$ cat config.mk
export PLATFORM = sky130hd
export DESIGN_NAME = fft_butterfly
export DESIGN_NICKNAME = d
export VERILOG_FILES = /design/src/rtl/fft_butterfly.sv
export SDC_FILE = /design/constraint.sdc
export NUM_CORES = 2
export LEC_CHECK = 0
export CELL_PAD_IN_SITES_DETAIL_PLACEMENT = 1
export CELL_PAD_IN_SITES_GLOBAL_PLACEMENT = 2
export CORE_UTILIZATION = 45
export CTS_CLUSTER_DIAMETER = 30
export CTS_CLUSTER_SIZE = 40
export DETAILED_ROUTE_END_ITERATION = 6
export GPL_TIMING_DRIVEN = 0
export PLACE_DENSITY = 0.95
export SLEW_MARGIN = 10
export SYNTH_ARGS = -nofsm -noshare
export SYNTH_HDL_FRONTEND = slang
export SYNTH_SLANG_ARGS = --single-unit
$ cat constraint.sdc
create_clock -name clock -period 23.9 [get_ports clock]
set_clock_uncertainty 0.15 [all_clocks]
set_input_delay 3.585 -clock clock [delete_from_list [all_inputs] [get_ports clock]]
set_output_delay 3.585 -clock clock [all_outputs]
set_load 0.01 [all_outputs]
$ cat src/rtl/fft_butterfly.sv
// Pipelined radix-2 DIT butterfly: X = A + B*W, Y = A - B*W in Q1.15, with rounding,
// optional /2 scaling and saturation. The twiddle comes from a ROM with a 1-cycle registered output.

module fft_bf_lane #(
  parameter int DATA_W = 16
) (
  input  logic signed [DATA_W-1:0] a,
  input  logic signed [DATA_W-1:0] p,
  input  logic                     sub,
  input  logic                     scale,
  output logic signed [DATA_W-1:0] res,
  output logic                     clip
);
  logic signed [DATA_W:0]   s;
  logic signed [DATA_W+1:0] h;

  always_comb begin
    s    = sub ? ({a[DATA_W-1], a} - {p[DATA_W-1], p})
               : ({a[DATA_W-1], a} + {p[DATA_W-1], p});
    h    = {s[DATA_W], s} + (DATA_W+2)'(1);
    clip = 1'b0;
    res  = s[DATA_W-1:0];
    if (scale) begin
      res = h[DATA_W:1];
    end else if (s[DATA_W] != s[DATA_W-1]) begin
      // 17-bit sum fits 16 bits only when its top two bits agree
      clip = 1'b1;
      res  = s[DATA_W] ? {1'b1, {(DATA_W-1){1'b0}}} : {1'b0, {(DATA_W-1){1'b1}}};
    end
  end
endmodule

module fft_butterfly #(
  parameter int DATA_W = 16,
  parameter int ADDR_W = 5
) (
  input  logic                     clock,
  input  logic                     reset,
  input  logic                     in_valid,
  input  logic [ADDR_W-1:0]        tw_index,
  input  logic                     scale_en,
  input  logic signed [DATA_W-1:0] a_re,
  input  logic signed [DATA_W-1:0] a_im,
  input  logic signed [DATA_W-1:0] b_re,
  input  logic signed [DATA_W-1:0] b_im,
  output logic [ADDR_W-1:0]        twiddle_address,
  input  logic signed [DATA_W-1:0] real_twiddle,
  input  logic signed [DATA_W-1:0] imag_twiddle,
  output logic                     out_valid,
  output logic signed [DATA_W-1:0] x_re,
  output logic signed [DATA_W-1:0] x_im,
  output logic signed [DATA_W-1:0] y_re,
  output logic signed [DATA_W-1:0] y_im,
  output logic                     sat_flag
);
  localparam int STAGES = 3;
  localparam int PW     = 2*DATA_W;
  localparam logic [PW:0]       RND_HALF = (PW+1)'(1) << (DATA_W-2);
  localparam logic [DATA_W-1:0] MAXV     = {1'b0, {(DATA_W-1){1'b1}}};
  localparam logic [DATA_W-1:0] MINV     = {1'b1, {(DATA_W-1){1'b0}}};

  typedef struct packed {
    logic signed [DATA_W-1:0] re;
    logic signed [DATA_W-1:0] im;
  } cplx_t;

  logic [STAGES:0]         vld_pipe;
  cplx_t                   s0_a, s0_b, s1_a, s2_a, s2_p;
  logic                    s0_scale, s1_scale, s2_scale;
  logic signed [PW-1:0]    p_rr, p_ii, p_ri, p_ir;
  logic signed [PW:0]      pr, pi;
  logic [DATA_W:0]         rs_re, rs_im;
  logic [3:0][DATA_W-1:0]  lane_a, lane_p, lane_res;
  logic [3:0]              lane_clip;

  assign twiddle_address = tw_index;
  assign out_valid       = vld_pipe[STAGES];

  // Returns {clip, value}: round-half-up Q2.30 -> Q1.15 then clamp.
  function automatic logic [DATA_W:0] rnd_sat(input logic [PW:0] p);
    logic [PW:0]              t;
    logic [PW-2*DATA_W+2:0]   hi;
    t  = p + RND_HALF;
    hi = t[PW:2*DATA_W-2];
    if (&hi || ~|hi) return {1'b0, t[2*DATA_W-2:DATA_W-1]};
    return {1'b1, t[PW] ? MINV : MAXV};
  endfunction

  always_comb begin
    pr    = (PW+1)'(p_rr) - (PW+1)'(p_ii);
    pi    = (PW+1)'(p_ri) + (PW+1)'(p_ir);
    rs_re = rnd_sat(pr);
    rs_im = rnd_sat(pi);
  end

  // lanes: 0 x_re, 1 x_im, 2 y_re, 3 y_im
  assign lane_a = {s2_a.im, s2_a.re, s2_a.im, s2_a.re};
  assign lane_p = {s2_p.im, s2_p.re, s2_p.im, s2_p.re};

  fft_bf_lane #(.DATA_W(DATA_W)) u_lane [3:0] (
    .a     (lane_a),
    .p     (lane_p),
    .sub   (4'b1100),
    .scale ({4{s2_scale}}),
    .res   (lane_res),
    .clip  (lane_clip)
  );

  always_ff @(posedge clock) begin
    if (reset) begin
      vld_pipe <= '0;
      x_re     <= '0;
      x_im     <= '0;
      y_re     <= '0;
      y_im     <= '0;
      sat_flag <= 1'b0;
    end else begin
      vld_pipe <= {vld_pipe[STAGES-1:0], in_valid};
      if (in_valid) begin
        s0_a     <= '{re: a_re, im: a_im};
        s0_b     <= '{re: b_re, im: b_im};
        s0_scale <= scale_en;
      end
      // ROM output is aligned with S0 contents here
      p_rr     <= PW'(s0_b.re) * PW'(real_twiddle);
      p_ii     <= PW'(s0_b.im) * PW'(imag_twiddle);
      p_ri     <= PW'(s0_b.re) * PW'(imag_twiddle);
      p_ir     <= PW'(s0_b.im) * PW'(real_twiddle);
      s1_a     <= s0_a;
      s1_scale <= s0_scale;
      s2_a     <= s1_a;
      s2_scale <= s1_scale;
      s2_p     <= '{re: rs_re[DATA_W-1:0], im: rs_im[DATA_W-1:0]};
      if (vld_pipe[1] && (rs_re[DATA_W] || rs_im[DATA_W])) sat_flag <= 1'b1;
      if (vld_pipe[2]) begin
        x_re <= lane_res[0];
        x_im <= lane_res[1];
        y_re <= lane_res[2];
        y_im <= lane_res[3];
        if (|lane_clip) sat_flag <= 1'b1;
      end
    end
  end
endmodule

**Word level (Yosys, flattened, before mapping)**

Cells that the tools add are included.

- Input port bits: 105
- Logic and storage cells: 87
- Register bits: 360
- Output and inout port bits: 71

- Mux-type cells: 31
- Eq/ne operators: 4
- Multiply operators: 4
- Add/subtract/negate cells: 12
- Bitwise logic cells: 1
- Reduce and logical (&&, ||, !) cells: 12

Operators by type and width:

| kind | count |
|---|---|
| 16-bit 2-to-1 mux | 14 |
| 16-bit by 16-bit multiplier with 32-bit output | 4 |
| 17-bit by 2-bit adder with 17-bit output (second input constant) | 4 |
| 17-bit 2-to-1 mux | 4 |
| 33-bit by 15-bit adder with 33-bit output (second input constant) | 2 |
| 16-bit by 16-bit adder with 17-bit output | 2 |
| 16-bit by 16-bit subtractor with 17-bit output | 2 |
| 32-bit by 32-bit adder with 33-bit output | 1 |
| 32-bit by 32-bit subtractor with 33-bit output | 1 |
| 1-bit 2-to-1 mux | 13 |
| 3-bit AND reduction | 2 |
| 3-bit OR reduction | 2 |
| 1-bit inequality test | 4 |
| 4-bit OR reduction | 1 |
| 1-bit logical OR | 3 |
| 1-bit logical NOT | 2 |
| 2-bit AND reduction | 1 |
| 1-bit logical AND | 1 |
| 1-bit inverter | 1 |

**Logic depth before layout (Yosys ltp)**

- Depth after elaboration: 12
- Mapped depth: 27
- Gate-level depth less buffers: 26

**Modules after synthesis**

Synthesis repeated with hierarchy kept, for this count alone.

- Cells, all modules: 6314
- Area total of the unflattened synthesis: 60904.7 µm²

By module, submodules not included:

| module | cells an instance | seq. area each (µm²) | times used | area each (µm²) |
|---|---|---|---|---|
| fft_butterfly | 5278 | 10119.7 | 1 | 53562.6 |
| fft_bf_lane | 259 | 0.0 | 4 | 1835.5 |

**Worst setup path before layout**

No wires, ideal clock.

- Path kind: input port to flip-flop
- From: input port imag_twiddle[7]
- To: register p_ri[31], data pin
- Arrival time: 9.780 ns
- Library setup time: 0.259 ns
- Path slack: 13.711 ns
- Stages: 26
- Buffers on the path: 1
- Required time: 23.491 ns
- Cell sequence: clkbuf_1 > nand2_1 > fa_1 > inv_1 > fa_1 > inv_1 > fa_1 > inv_1 > fa_1 > fa_1 > inv_1 > fa_1 > inv_1 > ha_1 > a21o_1 > a21oi_1 > nor2b_1 > o21a_1 > a2111oi_0 > or3_1 > o21ai_1 > nor4_1 > nor4_1 > a2111oi_0 > a21oi_1 > xnor2_1

- Word-level cells in the longest chain between the ends: 1

Ends and longest elaborated chain:

| what | line | source |
|---|---|---|
| from (decl) | 48 | `input logic signed [DATA_W-1:0] imag_twiddle,` |
| 16-bit by 16-bit multiplier with 32-bit output | 127 | `p_ri <= PW'(s0_b.re) * PW'(imag_twiddle);` |
| to (signal assigned) | 127 |  |
| to (decl) | 70 | `logic signed [PW-1:0] p_rr, p_ii, p_ri, p_ir;` |

Every way passes these cells.
A chain may end at the register's enable or synchronous reset.

**Worst setup path after layout**

- From: input port imag_twiddle[9]
- To: register p_ri[29], data pin

Same word-level chain as after synthesis.

==> results by stage <==
Synth:
- In the synthesized netlist, the number of instances is 5942.
- In this run, synthesis inferred 291 flip-flops with an integrated enable.
- The synthesized area is 58000 sq um.
- Dividing the synthesized area by the synthesized cell count gives 9.76 sq um.
- The count of state elements after synthesis is 360.
- The async set-or-reset flop fraction in the synthesized netlist is 0.
- The sequential area share after synthesis is 0.175.
- The number of warnings printed during yosys synthesis is 0.
- Counting distinct cell types in the post-synthesis netlist gives 89.
- The most used flip-flop cell after synthesis is edfxtp_1.
- When the netlist entered floorplanning its net count stood at 7617.

Critical path:
- The worst setup path is launched from an input pin.
- The critical path endpoint category is a register.
- At the worst endpoint, the arrival time is 13040 ps.
- Along the worst path, the maximum fanout reaches 12.
- The path type of the worst setup path is input pin to register.
- In this run the register-to-register setup slack is 14530 ps.
- At the worst endpoint, the required time is 24060 ps.

Route:
- After detailed routing, the number of remaining DRC violations is 0.
- Summing over every cut layer, the via total after detailed routing is 44600.
- The final wirelength is 206000 um.
- The per-cell via count in the routed design is 5.59.
- After detailed routing, the average wire length per cell comes to 25.8 um.
- Once detail routing completed, the nets flagged for antenna violations numbered 0.
- For this run, the detailed router's first-pass iteration total came to 5.
- The detailed router finished its first iteration with 3291 violations.

GRT:
- The total overflow left after global routing is 0.
- Entering global routing, the biggest net connects 117 pins.
- The number of antenna violations at the first check in global routing is 24.
- The via count of the first global-routing pass is 50100.
- The first global-routing pass estimated 310000 um of wire.
- In the global route stage, overall resource usage came out at 0.323.

Min path:
- The worst min-delay path category is register to register.

Clock tree:
- The maximum root-to-sink buffer count is 3.
- In this run, post-CTS repair resized a total of 0 instances.
- In this run, CTS created clock tree buffers numbering 98.
- The CTS H-tree depth is 3.
- CTS placed an instance of clkbuf_16 at the clock tree root.
- The insertion delay to the later sink of the worst-skew pair is 750 ps.
- The post-CTS repair timing setup buffer count is 0.
- The number of hold buffers added after cts is 0.
- The clock transition at the registers of the reported paths is 50 ps.
- TritonCTS built the clock tree.
- The clock net in this run drives a total of 360 sinks.

Place:
- After detailed placement, the design holds a cell count of 7780.
- Routability-driven placement finished with a final weighted congestion of 0.984.
- Summed over all nets, the half-perimeter wirelength after detailed placement is 168000 um.
- The quantity of I/O buffers inserted on ports is 170.

Floorplan:
- The full die area is 130000 sq um.
- The floorplan step set the die width to 361 um.
- 176 I/O pins were placed.
- The die extent in y is 361 um.
- The starting density of the core is 0.454.
- The number of standard-cell rows in the floorplan is 131.
- The floorplan step defined a core boundary enclosing 128000 sq um.

Timing:
- Of the available clock period, the critical path in the final layout requires 0.539.
- The number of endpoints with negative hold slack in the final report is 0.
- Derived from the worst setup path, the maximum achievable clock frequency is 77.6 MHz.
- Setup repair after global routing left no endpoint under its margin.
- Setup violations remaining at the end of the flow were counted as 0.
- The tightest slew margin relative to the limit is 0.0809.
- For the final routed database, the setup TNS stands at 0 ps.
- Subtracting the final worst setup slack from the clock period gives 12880 ps.
- At the pin with the least slew margin, the transition time is 1380 ps.
- The total count of max-transition violations in the final report is 0.

Run:
- Across the run, the number of max-cap violations was 0.

Outcome:
- The run finished with clean final reports.

Finish:
- The fraction of final layout cells with drive strength greater than 1 is 0.0357.
- In the final design database the tool counted 7894 nets.
- In the layout the commonest cells are inv_1, fa_1, nand2_1.
- The layout has 14300 filler cells.
- The area growth from synthesis to final layout is 12.8%.
- Leaving out filler cells and counting taps, the final layout contains 7979.
- Leaving out fill and tap cells, the most frequent cell in the layout is inv_1.
==> routing by layer <==
metal / wire (um) / vias to the layer above / global-route usage
met5: 48 / - / 0
met3: 16100 / 564 / 0.0665
met4: 14900 / 8 / 0.203
li1: - / 19000 / -
met2: 96000 / 1877 / 0.527
met1: 79100 / 23200 / 0.391
==> worst max-delay path: stages <==
cell             delay, ps
clkdlybuf4s50_1        960
clkbuf_1              1020
nand2_1                170
fa_1                   520
inv_1                   60
fa_1                   490
fa_1                   640
fa_1                   470
fa_1                   490
inv_1                   50
fa_1                   470
inv_1                   50
ha_1                   360
a21o_1                 220
a21oi_1                340
nor2b_1                 90
o21a_1                 190
a2111oi_0              420
or3_1                  310
o21ai_1                190
nor4_1                 410
nor4_1                 140
a2111oi_1              890
xnor2_2                470
==> Yosys cell counts (5+ instances only) <==
master / number / share of area
inv_1: 1260 / 0.082
nand3_1: 44 / 0.0038
a211oi_1: 23 / 0.0030
xor2_1: 71 / 0.011
nand2b_1: 34 / 0.0037
a31oi_1: 19 / 0.0021
ha_1: 518 / 0.11
o21ai_1: 6 / 0.00052
o211ai_1: 14 / 0.0018
nand4_1: 11 / 0.0012
a21o_1: 71 / 0.0092
nor2b_1: 29 / 0.0031
or2_2: 7 / 0.00076
o2111ai_1: 5 / 0.00076
mux2i_1: 5 / 0.00086
fa_1: 1052 / 0.36
nand2_1: 569 / 0.037
a2111oi_0: 9 / 0.0014
o31ai_1: 10 / 0.0013
o31a_1: 10 / 0.0015
nor2_1: 247 / 0.016
a21oi_1: 183 / 0.016
xnor2_1: 210 / 0.032
o21a_1: 29 / 0.0038
o21ai_0: 79 / 0.0068
buf_2: 9 / 0.00078
dfxtp_1: 69 / 0.024
nor4_1: 15 / 0.0016
nor3_1: 78 / 0.0067
nor3b_1: 7 / 0.00091
clkbuf_1: 226 / 0.015
o21bai_1: 39 / 0.0051
buf_4: 10 / 0.0013
and3_1: 25 / 0.0027
a221oi_1: 41 / 0.0062
or3_1: 12 / 0.0013
and2_1: 504 / 0.054
edfxtp_1: 291 / 0.15
==> kinds of logic (layout without fill, tap and decap cells) <==
| kind of cell | count (synthesis) | in the layout | share of synthesized area |
|---|---|---|---|
| DFF | 360 | 360 | 0.175 |
| other | 0 | 16 | 0 |
| AOI/OAI and AO/OA | 604 | 604 | 0.0706 |
| adders and majority gates | 1574 | 1574 | 0.476 |
| muxes | 5 | 5 | 0.000863 |
| and+or+nand+nor | 1602 | 1602 | 0.136 |
| xor gates and xnor gates | 282 | 282 | 0.0427 |
| buffers and inverters | 1515 | 1874 | 0.0991 |
==> metrics by stage <==
| stage | instance area (sq um) | util | hold slack (ps) | worst slack, ps |
|---|---|---|---|---|
| detailed placement | 61900 | 0.485 | 256 | 10190 |
| global placement | 61700 | 0.484 | 250 | 10460 |
| global route | 65300 | 0.512 | 252 | 10780 |
| floorplan | 58000 | - | 250 | 13710 |
| CTS | 65300 | 0.512 | 240 | 10950 |
| finish | 65400 | 0.512 | 239 | 11020 |
==> area by class of cell <==
class	count	area (sq um)	area share
antenna	16	40.0	0.000612
clock inverter	68	811	0.0124
clock buffer	114	2610	0.0399
timing repair buffer	177	1840	0.0281
sequential	360	10100	0.155
multi-input combinational	4067	42100	0.644
buffer	250	998	0.0153
inverter	1265	4760	0.0727
tap	1662	2080	0.0318
==> path summary, 6_finish.rpt <==
check / start / endpoint / depth (start not counted)
setup / recovery: imag_twiddle[9] / p_ri[29] / 24
hold / removal: s0_a[26] / s1_a[26] / 0
setup reg to reg: s0_b[27] / p_ri[29] / 24
hold reg to reg: s0_a[26] / s1_a[26] / 0
==> registers in the layout (all words and copies together), names as in the netlist <==
| register | cells |
|---|---|
| s0_b | 32 |
| y_re | 16 |
| x_im | 16 |
| s1_a | 32 |
| s1_scale | 1 |
| p_ri | 32 |
| y_im | 16 |
| lane_a | 32 |
| p_rr | 32 |
| vld_pipe | 4 |
| s0_a | 32 |
| s2_scale | 1 |
| p_ir | 32 |
| s0_scale | 1 |
| sat_flag | 1 |
| x_re | 16 |
| lane_p | 32 |
| p_ii | 32 |
Power is not shown: default switching activity piles up to over one toggle a cycle in this logic, so the estimate is an artifact.
